## config.mk

```make
export PLATFORM = sky130hd
export DESIGN_NAME = multiplier_4bit
export DESIGN_NICKNAME = d
export VERILOG_FILES = /design/src/rtl/multiplier_4bit.sv
export SDC_FILE = /design/constraint.sdc
export NUM_CORES = 1
export LEC_CHECK = 0
export CAP_MARGIN = 0
export CELL_PAD_IN_SITES_DETAIL_PLACEMENT = 0
export CELL_PAD_IN_SITES_GLOBAL_PLACEMENT = 1
export CORE_ASPECT_RATIO = 0.9
export CORE_MARGIN = 2
export CORE_UTILIZATION = 23
export CTS_CLUSTER_SIZE = 14
export DETAILED_ROUTE_END_ITERATION = 8
export GPL_TIMING_DRIVEN = 0
export PLACE_DENSITY = 0.74
export SYNTH_ARGS = -nofsm -noshare
export SYNTH_HDL_FRONTEND = slang
export SYNTH_SLANG_ARGS = --single-unit
```

## constraint.sdc

```tcl
create_clock -name clk -period 2 [get_ports clk]
set_input_delay 0.2 -clock clk [delete_from_list [all_inputs] [get_ports clk]]
set_output_delay 0.2 -clock clk [all_outputs]
set_load 0.02 [all_outputs]
```

## src/rtl/multiplier_4bit.sv

```systemverilog
// multiplier_4bit: 4x4 unsigned array multiplier with a same-cycle product
// and a one-cycle registered copy.
//
// Ports:
//   clk        system clock, rising-edge active
//   rst        synchronous active-high reset (clears product_q/valid_q only)
//   A, B       4-bit unsigned operands
//   product    combinational A*B (0..225), independent of clk/rst
//   product_q  A*B captured at the previous rising edge
//   valid_q    set by the first non-reset edge, cleared by reset
module multiplier_4bit (
  input  logic       clk,
  input  logic       rst,
  input  logic [3:0] A,
  input  logic [3:0] B,
  output logic [7:0] product,
  output logic [7:0] product_q,
  output logic       valid_q
);

  localparam int unsigned OpW   = 4;
  localparam int unsigned ProdW = 2 * OpW;

  // Half adder: {carry, sum}.
  function automatic logic [1:0] half_add(input logic a, input logic b);
    return {a & b, a ^ b};
  endfunction

  // Full adder: {carry, sum}.
  function automatic logic [1:0] full_add(input logic a, input logic b,
                                          input logic ci);
    return {(a & b) | (a & ci) | (b & ci), a ^ b ^ ci};
  endfunction

  logic [ProdW-1:0] product_d;
  logic [OpW-1:0]   acc;
  logic [OpW-1:0]   row_x;
  logic [OpW-1:0]   row_pp;
  logic             acc_top;
  logic             carry;

  // Partial-product array: row i is A & B[i]. Each row is ripple-added to
  // the running partial sum shifted right by one; the bit shifted out is a
  // finished product bit, and the last row's carry becomes product[7].
  always_comb begin
    product_d = '0;
    acc       = A & {OpW{B[0]}};
    acc_top   = 1'b0;
    row_x     = '0;
    row_pp    = '0;
    carry     = 1'b0;
    product_d[0] = acc[0];
    for (int i = 1; i < OpW; i++) begin
      row_x  = {acc_top, acc[OpW-1:1]};
      row_pp = A & {OpW{B[i]}};
      carry  = 1'b0;
      for (int j = 0; j < OpW; j++) begin
        if (j == 0) begin
          {carry, acc[2'(j)]} = half_add(row_x[2'(j)], row_pp[2'(j)]);
        end else begin
          {carry, acc[2'(j)]} = full_add(row_x[2'(j)], row_pp[2'(j)], carry);
        end
      end
      acc_top = carry;
      product_d[3'(i)] = acc[0];
    end
    product_d[ProdW-1:OpW] = {acc_top, acc[OpW-1:1]};
  end

  assign product = product_d;

  // Pipeline register; reset affects only the registered copy.
  always_ff @(posedge clk) begin
    if (rst) begin
      product_q <= '0;
      valid_q   <= 1'b0;
    end else begin
      product_q <= product_d;
      valid_q   <= 1'b1;
    end
  end

endmodule

```

# Word-level counts from Yosys, hierarchy flattened
# Index checks and enable logic that the tools add are counted.
# classes
mux,1
bitwise,16
# op_table
operator,count
$xor 1x1->1,9
$and 2x2->2,3
$and 4x4->4,1
$and 1x1->1,3
$mux 1,1
# word_totals
reg_bits,8

# Logic depth before layout (Yosys ltp)
# depth
word_depth,7
ltp_mapped,8
depth_no_buf,8

# Worst setup path before layout
# Ideal clock, no wire load.
# synth_path
kind,input -> output
start,in A[1]
end,out product[4]
arrival_ns,1.775
slack_ns,0.025
cell_stages,8
t_required_ns,1.800
path_cell_list,and2_2 > ha_1 > xnor2_1 > ha_1 > xnor2_1 > ha_1 > xnor2_2 > xnor2_1
# synth_between
elab_chain_len,7
# synth_rtl
item,line_no,text
"start, declared",14,"input logic [3:0] A,"
$and 2x2->2 / $and 4x4->4 (equally long branches),"55, 47",
$xor 1x1->1 / $and 1x1->1 (equally long branches),-,
$xor 1x1->1,32,"return {(a & b) | (a & ci) | (b & ci), a ^ b ^ ci};"
$and 1x1->1,-,
$xor 1x1->1,32,
$and 1x1->1,26,"return {a & b, a ^ b};"
$xor 1x1->1 (*),32,
"end, declared",16,"output logic [7:0] product,"
# Every way passes the cells marked *; elsewhere a longest branch is shown, timed or not.

# Final worst setup path
# layout_path
start,in B[0]
end,out product[4]
# layout_between
elab_chain_len,7
# layout_rtl
item,line_no,text
"start, declared",15,"input logic [3:0] B,"
$and 4x4->4 (*),47,acc = A & {OpW{B[0]}};
$xor 1x1->1 / $and 1x1->1 (equally long branches),-,
$xor 1x1->1,32,
$and 1x1->1,-,
$xor 1x1->1,32,
$and 1x1->1,26,
$xor 1x1->1 (*),32,
# Marked as above.

==> impl_metrics.tcl <==
set metrics [dict create \
    yosysTopAreaCell "dfxtp_1" \
    end_kind "output pin" \
    grt_overflow 0 \
    initial_core_util_pct 24.2 \
    grt_max_degree 7 \
    num_vias 350 \
    rsz0062_at_grt "yes" \
    cts-buffers-inserted 3 \
    core_area_um2 1650 \
    powerDensity_nw_per_um2 621 \
    setup_viol 0 \
    synth_commonest_cells "8 x dfxtp_1, 7 x and2_1, 5 x xnor2_1" \
    ys_ff_latch 8 \
    clock-root-buffer "clkbuf_4" \
    rows 14 \
    cap_violations 0 \
    seq_area_frac_synth_pct 40.3 \
    vdd_drop_max_uv 203 \
    hold_start "B[0]" \
    num-fill-cells 167 \
    synth_most_common_cell "dfxtp_1" \
    synth_top_area_share_pct 40.3 \
    first_global_vias 338 \
    cts.clk_slew.worst_paths_ns 0.05 \
    hold_depth 3 \
    synth.cell_area_um2 398 \
    cts.path.max_buffers 2 \
    p_leak_nw 0.362 \
    synthTopCellsByArea "dfxtp_1 40%, and2_1 11%, xnor2_1 11%" \
    syn_avg_cell_area_um2 9.95 \
    ios 27 \
    gp_congestion 0.669 \
    start_kind "primary input" \
    diodes 0 \
    synth_cell_type_count 15 \
    min_period_ns 1.96 \
    htreeDepth 1 \
    min_to "product_q[5]$_SDFF_PP0_" \
    hold_viol_final 0 \
    synthArstFlopShare_pct 0 \
    drt_iter0_markers 1 \
    timing.setup.tns_ns 0 \
    firstDrtPassIters 2 \
    synth-edff-count 0 \
    die_h_um 43.5 \
    hp-class "in2reg" \
    drive_gt1_share_pct 40.8 \
    cts_sinks 8 \
    wl_um 917 \
    final_util_pct 47.7 \
    antenna_found_initial 0 \
    layout.nets 86 \
    ant_nets 0 \
    hold_buffers 0 \
    grt_pass1_wl_um 1370 \
    wl_per_cell_um 9.65 \
    fin_crit_sh_pct 97.8 \
    cp_data_required_time_ns 1.80 \
    avgViaCountPerCell 3.68 \
    fin_area_um2 786 \
    port-buffer-count 24 \
    arrival_ns 1.76 \
    slew_viol_final 0 \
    cts_tree "done" \
    yosys_warnings 0 \
    grt_usage_pct 9.45 \
    synthCells 40 \
    die_w_um 47.8 \
    synth_ff_type "dfxtp_1" \
    postPlaceCellArea_um2 672 \
    area_growth_pct 97.5 \
    drc 0 \
    dp_hpwl_um 689 \
    critPathMaxFanout 5 \
    fmax_mhz 511 \
    outcome "finished, final reports clean" \
    dieArea_um2 2080 \
    path_class "in2out" \
]
[worst max-delay path by stage]
stage          start         end  slack (ns)  cells after the start
2_1_floorplan   A[1]  product[4]        0.02                      8
6_report        B[0]  product[4]        0.04                     10
5_1_grt         B[0]  product[4]      -0.007                     10
4_1_cts         A[2]  product[4]       0.008                     10
3_5_place_dp    B[0]  product[4]       -1.02                     10
3_3_place_gp    A[1]  product[4]       -0.99                     10
[layer usage]
metal / up-vias / wire length [µm] / GRT usage (%)
met5: - / 0 / 0
met4: 0 / 0 / 6.49
met3: 0 / 114 / 2.08
met2: 21 / 437 / 15.7
met1: 149 / 365 / 10.2
li1: 180 / - / -
[sequential cells by signal, summed over array words and instances, names as in the netlist]
signal,cells
valid_q,1
product_q,7
[power breakdown]
part	switching [mW]	leakage [nW]	internal (mW)
Sequential	0.00244	0.0663	0.171
Combinational	0.0880	0.282	0.107
Clock	0.0501	0.0138	0.0683
[timing repair]
action                                  4_1_cts  5_1_grt
buffers inserted                              2        1
gates resized for setup                      30       18
endpoints found under the setup margin        5        3
pin swaps                                    10       10
cloned                                        0        0
[logic make-up after synthesis]
kind of cell / Yosys count / share of synthesized area (%)
AOI/OAI and AO/OA: 1 / 1.26
xor gates and xnor gates: 6 / 15.1
adders and majority gates: 3 / 9.43
buffers and inverters: 4 / 5.66
DFF: 8 / 40.3
muxes: 1 / 3.77
other: 1 / 0.942
and+or+nand+nor: 16 / 23.6
[worst max-delay path: stages]
cell and delay, ns:
buf_8 0.11, and2_4 0.16, ha_4 0.16, xnor2_2 0.13, ha_2 0.20, xnor2_2 0.13
ha_2 0.19, xnor2_2 0.19, xnor2_1 0.14, buf_4 0.16
[metrics by stage]
| step | cells | hold slack [ns] | power (mW) | setup slack, ns |
|---|---|---|---|---|
| floorplan | 41 | 0.272 | 0.270 | 0.0250 |
| detailed placement | 89 | 0.882 | 0.350 | -1.02 |
| finish | 95 | 0.297 | 0.488 | 0.0437 |
| global placement | 89 | 0.888 | 0.349 | -0.989 |
| global route | 95 | 0.299 | 0.514 | -0.00734 |
| CTS | 94 | 0.307 | 0.484 | 0.00780 |
[area by class of cell]
type | count | area [µm²] | area share (%)
multi-input cells | 29 | 292 | 37.1
repair buffers | 27 | 259 | 33.0
flip-flops and latches | 8 | 160 | 20.4
well taps | 24 | 30.0 | 3.82
clock buffers | 3 | 22.5 | 2.87
plain buffers | 2 | 15.0 | 1.91
inverters | 2 | 7.51 | 0.955
[cells in the final DEF, fill, tap and decap left out, drive strengths merged]
cell and n:
a21oi 1, and2 8, buf 9, clkbuf 5, clkdlybuf4s50 16, conb 2, dfxtp 8, dlygate4sd2 1
dlymetal6s2s 1, ha 3, inv 2, mux2 1, nand2 4, nor2 1, nor2b 3, xnor2 6
(Power assumes the default switching activity.)
